File: src/rtl/keypad_lock_ctrl.sv
// Keypad lock sequencer: turns debounced key levels into press events and runs the
// entry / check / fail / lockout / unlocked / set-password state machine.
module keypad_lock_ctrl #(
    parameter int unsigned           PW_LEN     = 4,
    parameter int unsigned           MAX_TRIES  = 5,
    parameter int unsigned           FAIL_TICKS = 25_000_000,
    parameter int unsigned           LOCK_TICKS = 250_000_000,
    parameter logic [4*PW_LEN-1:0]   DEFAULT_PW = (4*PW_LEN)'(16'h1234)
) (
    input  logic                  clk,
    input  logic                  rstn,
    input  logic [15:0]           key_deb,
    output logic [4*PW_LEN-1:0]   digits,
    output logic [3:0]            digit_cnt,
    output logic                  unlocked,
    output logic                  set_mode,
    output logic                  fail_flash,
    output logic                  locked_out,
    output logic [3:0]            tries_out
);

    localparam int DW = 4 * PW_LEN;

    typedef enum logic [2:0] {
        ST_ENTRY,
        ST_CHECK,
        ST_FAIL,
        ST_LOCKOUT,
        ST_UNLOCKED,
        ST_SET
    } state_t;

    state_t          state_q, state_d;
    logic [15:0]     key_prev_q;
    logic [DW-1:0]   digits_q, digits_d;
    logic [3:0]      cnt_q, cnt_d;
    logic [3:0]      tries_q, tries_d;
    logic [DW-1:0]   pw_q, pw_d;
    logic [31:0]     timer_q, timer_d;
    logic            unlocked_q, unlocked_d;
    logic            set_mode_q, set_mode_d;
    logic            fail_q, fail_d;
    logic            lock_q, lock_d;

    logic            press;
    logic [3:0]      code;
    logic            is_digit, is_clr, is_ent, is_set;

    // A press is only recognised when every key was released the cycle before.
    always_comb begin
        press = (key_prev_q == 16'h0000) && (key_deb != 16'h0000);
        code  = 4'd0;
        for (int i = 15; i >= 0; i--) begin
            if (key_deb[i]) begin
                code = 4'(i);
            end
        end
        is_digit = press && (code < 4'd10);
        is_clr   = press && (code == 4'd10);
        is_ent   = press && (code == 4'd11);
        is_set   = press && (code == 4'd12);
    end

    always_comb begin
        state_d  = state_q;
        digits_d = digits_q;
        cnt_d    = cnt_q;
        tries_d  = tries_q;
        pw_d     = pw_q;
        timer_d  = timer_q;

        case (state_q)
            ST_ENTRY, ST_SET: begin
                if (is_digit) begin
                    if (cnt_q < 4'(PW_LEN)) begin
                        digits_d = (digits_q << 4) | DW'(code);
                        cnt_d    = cnt_q + 4'd1;
                    end
                end else if (is_clr) begin
                    digits_d = '0;
                    cnt_d    = 4'd0;
                    if (state_q == ST_SET) begin
                        state_d = ST_UNLOCKED;
                    end
                end else if (is_ent && (cnt_q == 4'(PW_LEN))) begin
                    if (state_q == ST_ENTRY) begin
                        state_d = ST_CHECK;
                    end else begin
                        pw_d     = digits_q;
                        digits_d = '0;
                        cnt_d    = 4'd0;
                        state_d  = ST_UNLOCKED;
                    end
                end
            end

            ST_CHECK: begin
                digits_d = '0;
                cnt_d    = 4'd0;
                if (digits_q == pw_q) begin
                    state_d = ST_UNLOCKED;
                    tries_d = 4'd0;
                end else if ((tries_q + 4'd1) == 4'(MAX_TRIES)) begin
                    state_d = ST_LOCKOUT;
                    tries_d = 4'(MAX_TRIES);
                    timer_d = 32'(LOCK_TICKS - 1);
                end else begin
                    state_d = ST_FAIL;
                    tries_d = tries_q + 4'd1;
                    timer_d = 32'(FAIL_TICKS - 1);
                end
            end

            // Both penalty states share the timer; presses are simply never looked at here.
            ST_FAIL, ST_LOCKOUT: begin
                if (timer_q == 32'd0) begin
                    state_d = ST_ENTRY;
                    if (state_q == ST_LOCKOUT) begin
                        tries_d = 4'd0;
                    end
                end else begin
                    timer_d = timer_q - 32'd1;
                end
            end

            ST_UNLOCKED: begin
                if (is_clr) begin
                    state_d  = ST_ENTRY;
                    digits_d = '0;
                    cnt_d    = 4'd0;
                end else if (is_set) begin
                    state_d  = ST_SET;
                    digits_d = '0;
                    cnt_d    = 4'd0;
                end
            end

            default: begin
                state_d  = ST_ENTRY;
                digits_d = '0;
                cnt_d    = 4'd0;
            end
        endcase

        unlocked_d = (state_d == ST_UNLOCKED) || (state_d == ST_SET);
        set_mode_d = (state_d == ST_SET);
        fail_d     = (state_d == ST_FAIL);
        lock_d     = (state_d == ST_LOCKOUT);
    end

    always_ff @(posedge clk or negedge rstn) begin
        if (!rstn) begin
            state_q    <= ST_ENTRY;
            key_prev_q <= 16'h0000;
            digits_q   <= '0;
            cnt_q      <= 4'd0;
            tries_q    <= 4'd0;
            pw_q       <= DEFAULT_PW;
            timer_q    <= 32'd0;
            unlocked_q <= 1'b0;
            set_mode_q <= 1'b0;
            fail_q     <= 1'b0;
            lock_q     <= 1'b0;
        end else begin
            state_q    <= state_d;
            key_prev_q <= key_deb;
            digits_q   <= digits_d;
            cnt_q      <= cnt_d;
            tries_q    <= tries_d;
            pw_q       <= pw_d;
            timer_q    <= timer_d;
            unlocked_q <= unlocked_d;
            set_mode_q <= set_mode_d;
            fail_q     <= fail_d;
            lock_q     <= lock_d;
        end
    end

    assign digits     = digits_q;
    assign digit_cnt  = cnt_q;
    assign unlocked   = unlocked_q;
    assign set_mode   = set_mode_q;
    assign fail_flash = fail_q;
    assign locked_out = lock_q;
    assign tries_out  = tries_q;

endmodule
File: config.mk
export PLATFORM = sky130hd
export DESIGN_NAME = keypad_lock_ctrl
export DESIGN_NICKNAME = d
export VERILOG_FILES = /design/src/rtl/keypad_lock_ctrl.sv
export SDC_FILE = /design/constraint.sdc
export NUM_CORES = 1
export LEC_CHECK = 0
export ABC_AREA = 1
export BUFFER_PORTS_ARGS = -buffer_cell sky130_fd_sc_hd__buf_2
export CAP_MARGIN = 20
export CORE_ASPECT_RATIO = 2
export CORE_UTILIZATION = 45
export DETAILED_ROUTE_END_ITERATION = 7
export GPL_ROUTABILITY_DRIVEN = 1
export GPL_TIMING_DRIVEN = 0
export PLACE_DENSITY = 0.7
export SLEW_MARGIN = 20
export SYNTH_ARGS = -nofsm -noshare
export SYNTH_HDL_FRONTEND = slang
export SYNTH_SLANG_ARGS = --single-unit
export TNS_END_PERCENT = 1
File: constraint.sdc
create_clock -name clk -period 4.02 [get_ports clk]
set_clock_uncertainty 0.15 [all_clocks]
set_input_delay 0.804 -clock clk [delete_from_list [all_inputs] [get_ports clk]]
set_output_delay 0.804 -clock clk [all_outputs]
set_load 0.01 [all_outputs]
==> After elaboration in Yosys (flattened, before gate mapping) <==
Cells that the tools add are included.
Widths: inputs -> output; s select.
{ "classes": {"muxes": 52, "addsub": 3, "bitwise_logic": 5, "reduce_logical": 18, "n_eq_ne": 23, "magnitude_cmp": 2} }
{ "op_table": {"columns": ["cell", "n"], "rows": [
  ["$mux 16", 7],
  ["$mux 4", 27],
  ["$mux 32", 2],
  ["$pmux 32 s2", 1],
  ["$pmux 16 s3", 1],
  ["$logic_not 32->1", 1],
  ["$sub 32x1->32 const B", 1],
  ["$mux 28", 1],
  ["$mux 3", 9],
  ["$eq 16x16->1", 1],
  ["$logic_not 16->1", 1],
  ["$or 16x4->16", 1],
  ["$reduce_bool 16->1", 1],
  ["$eq 3x2->1 const B", 4],
  ["$eq 3x3->1 const B", 4],
  ["$eq 4x4->1 const B", 3],
  ["$pmux 3 s4", 1],
  ["$pmux 4 s3", 1],
  ["$reduce_and 5->1", 2],
  ["$add 4x1->4 const B", 2],
  ["$eq 4x3->1 const B", 2],
  ["$ne 2x2->1 const B", 4],
  ["$ne 4x4->1 const B", 2],
  ["$pmux 4 s2", 1],
  ["other kinds (12)", 23]
]} }
{ "totals": {"register_bits": 95, "input_bits": 18, "output_inout_bits": 28} }

==> Longest topological paths before layout <==
{ "logic_depth": {"depth_word": 25, "depth_mapped": 24, "mapped_depth_nobuf": 22} }

==> Worst setup path after synthesis <==
Ideal clock, no wire load.
{ "synth_timing": {"path_type": "input -> register", "start": "input port key_deb[14]", "end": "register cnt_q[0] (netlist: digit_cnt[0])", "arrival_ps": 2185, "slack_ps": 1565, "stages": 16, "required_ps": 3751, "setup_time_ps": 119, "cell_sequence": "o21ai_1 > nand3_1 > nand3_1 > nand3_1 > nand3_1 > nand3_1 > nand2_1 > inv_1 > nor3_1 > nand2_2 > nand3_2 > nand2_4 > buf_6 > buf_6 > o21ai_2 > nand2_1"} }
{ "synth_between": {"elab_chain_cells": 20} }
{ "synth_lines": {"columns": ["item", "line_no", "rtl"], "rows": [
  ["start: declaration", "12", "input logic [15:0] key_deb,"],
  ["branches (longest 20 deep; another with $mux 4)", null, null],
  ["end signal: assignment", "168", "cnt_q <= cnt_d;"],
  ["end: declaration", "36", "logic [3:0] cnt_q, cnt_d;"]
]} }
Several ways; the timed one is not identified.
A chain may end at the register's enable or synchronous reset.

==> Worst setup path after layout <==
{ "layout_timing": {"start": "input port key_deb[13]", "end": "register digits_q[15] (netlist: digits[15])"} }
{ "layout_between": {"elab_chain_cells": 19} }
{ "layout_lines": {"columns": ["item", "line_no", "rtl"], "rows": [
  ["branches (longest 19 deep; another with $mux 4)", null, null],
  ["end signal: assignment", "167", "digits_q <= digits_d;"],
  ["end: declaration", "35", "logic [DW-1:0] digits_q, digits_d;"]
]} }
Several ways; the timed one is not identified.

==> reports/metrics.cfg <==
[outcome]
outcome = finished clean

[floorplan]
die_x_um = 78.3
coreArea_mm2 = 0.0113
io_pins = 46
die_h_um = 155
row_count = 55
initial_core_util = 0.464
die_area_mm2 = 0.0121

[grt]
track_usage = 0.222
overflow = 0
grt_first_pass_wirelength_um = 20900
grt_pass1_vias = 4526
antenna_found_initial = 0
grt_max_degree = 71

[timing]
period_needed_ps = 2780
period_share = 0.692
max_freq_mhz = 359
tns_ps = 0
hold_violations = 0
holdWs_ps = 159
relSlewSlack = 0.449
setup_slack_ps = 1240
tightest_slew_ps = 820
rsz0062_at_grt = no
final-setup-viol-count = 0
slew_viol_final = 0

[placement]
portBuffers = 45
dp.cells = 836
pre_cts_ws_ps = 928
hpwl_um = 9390
place.gp.congestion = 0.954

[finish]
fillers = 1051
layout-drive-gt1-share = 0.224
diodes = 0
syn_to_final_growth_pct = 14.2
layout.nets = 729
stdcell_count = 852

[clock_tree]
cts-root-buf = clkbuf_16
cts_hold_buf = 0
cts_tree = built
cts_buffers = 9
clock_path_buffers = 2
clock_sinks = 95
post_cts_buffers = 0
htreeDepth = 3
path_clk_slew_ps = 70
cts_resized = 0
clk_latency_ps = 350

[logic_synthesis]
synth-edff-count = 0
syn_avg_cell_area_um2 = 8.08
synth_compound_area_frac = 0.110
ys_types = 44
syn_nets = 672
yosys_warnings = 0
synth_mux_area_frac = 0.00645
ys_seq_area_frac = 0.455
yosys.area_share.simple = 0.281
synth_top_family_by_area = simple AND/OR/NAND/NOR gates
synth_cells = 648
syn_area_mm2 = 0.00523
ys.flop_type = dfrtp_1
ys_async_sr_fraction = 1.00
synth-xor-area-share = 0.0368
synth_seq_cells = 95
synthAdderAreaFrac = 0.0143

[power_and_ir_drop]
p_leak_nw = 3.22
power_w = 0.00192
ir_drop_v = 0.000211
powerDensity_mw_per_mm2 = 321

[setup_path]
critPathArrivalTime_ps = 2870
worstSetupStartpointType = input pin
r2r_end = timer_q[13]$_DFFE_PN0P_
path_max_fanout = 10
reg2reg_depth = 9
rr_startpoint = digits[0]$_DFFE_PN0P_
required_ps = 4110
critical_path_class = input pin to register
reg2reg_slack_ps = 1330
cp-end-kind = register

[route]
via_per_inst = 5.25
vias = 4470
drtIter0Drc = 220
firstDrtPassIters = 4
drc = 0
ant_nets = 0
wirelength_um = 12400
wl_per_cell_um = 14.6

[job]
drv_cap = 0

[worst_hold_path]
holdCritPathClass = input pin to asynchronous set/reset pin

-- routing by layer --
metal,track usage,vias to the layer above,wire [µm]
met5,0,-,0
met4,0.121,0,592
met3,0.0342,47,422
met2,0.419,108,6840
met1,0.228,2125,4590
li1,-,2190,-
-- worst max-delay path: stages --
cell,delay (ps)
buf_2,120
nor2_2,110
o21ai_1,70
nand3_1,70
nand3_1,70
nand3_1,90
nand3_1,100
nand3_1,80
nand2_1,120
inv_1,120
nand3_1,90
nand4_1,320
clkbuf_1,460
nor2_1,110
nand2_2,80
nand2_1,50
-- how the worst max path moves through the flow --
stage	start	to	slack, ps	depth (start not counted)
CTS	digits[0]$_DFFE_PN0P_	timer_q[15]$_DFFE_PN0P_	1280	12
finish	key_deb[13]	digits[15]$_DFFE_PN0P_	1240	16
global placement	key_deb[13]	digits[15]$_DFFE_PN0P_	940	16
detailed placement	key_deb[13]	digits[10]$_DFFE_PN0P_	930	16
floorplan	key_deb[14]	digit_cnt[0]$_DFFE_PN0P_	1570	16
global route	key_deb[13]	digits[10]$_DFFE_PN0P_	1030	16
-- synthesized netlist by cell type, types with 2 or more instances --
master,instances,area share
nor2_2,7,0.0084
nand2_2,23,0.027
nor3_1,10,0.0096
buf_6,3,0.0065
xnor2_1,2,0.0033
nand4_1,16,0.019
a22oi_1,5,0.0072
o21ai_1,7,0.0067
inv_1,80,0.057
nor4_1,12,0.014
nor2_4,3,0.0065
a21boi_0,2,0.0029
nand2_1,101,0.072
ha_1,6,0.014
dfstp_2,5,0.025
a21oi_1,23,0.022
nor2_1,92,0.066
a21oi_2,2,0.0033
xor2_1,20,0.033
inv_2,22,0.016
dfrtp_1,90,0.43
nand3_2,2,0.0038
o21ai_2,10,0.017
nor3_2,2,0.0038
o21ai_0,43,0.041
nand3_1,27,0.026
mux2_2,3,0.0065
buf_2,4,0.0038
nand2_4,4,0.0086
clkbuf_1,7,0.0050
buf_12,2,0.0077
-- registers in the layout (all words and copies together), names as in the netlist --
signal      cells
timer_q        32
key_prev_q     16
pw_q           16
set_mode        1
unlocked        1
fail_flash      1
state_q         3
digits         16
tries_out       4
digit_cnt       4
locked_out      1
-- metrics by stage --
| step | utilization | area [µm²] |
|---|---|---|
| after CTS | 0.530 | 5980 |
| final | 0.530 | 5980 |
| after detailed placement | 0.502 | 5670 |
| after global placement | 0.499 | 5640 |
| after floorplan | - | 5230 |
| after global routing | 0.530 | 5980 |
-- placed cells by master (no fill, tap or decap), types with 7 or more instances in the layout --
| cell | n |
|---|---|
| nor3_1 | 10 |
| nand4_1 | 16 |
| nor4_1 | 12 |
| buf_2 | 48 |
| nor2_2 | 7 |
| clkbuf_16 | 9 |
| nand2_1 | 101 |
| nand3_1 | 27 |
| o21ai_1 | 7 |
| xor2_1 | 20 |
| nor2_1 | 92 |
| inv_2 | 22 |
| inv_1 | 80 |
| a21oi_1 | 23 |
| o21ai_2 | 10 |
| dfrtp_1 | 90 |
| o21ai_0 | 43 |
| clkbuf_1 | 7 |
| nand2_2 | 23 |
-- cell type report --
cell class | instances | area (µm²) | area share
buffer | 16 | 120 | 0.0201
clock buffer | 10 | 239 | 0.0400
clock inverter | 6 | 68.8 | 0.0115
inverter | 102 | 383 | 0.0640
multi-input combinational | 435 | 2350 | 0.393
sequential | 95 | 2380 | 0.399
tap | 142 | 178 | 0.0297
timing repair buffer | 46 | 259 | 0.0433
-- cells by family (layout without fill, tap and decap cells) --
logic type	after synthesis	in the layout
AOI/OAI and AO/OA	99	99
xor gates and xnor gates	22	22
adders and majority gates	6	6
buffers and inverters	118	180
DFF	95	95
muxes	3	3
and+or+nand+nor	305	305
-- report_power, final --
part	switching (W)	total [W]	internal (W)
clock	0.000388	0.000891	0.000503
combinational	0.0000420	0.0000603	0.0000183
sequential	0.00000520	0.000969	0.000964
total	0.000435	0.00192	0.00149
Power figures use the tool's default switching activity.
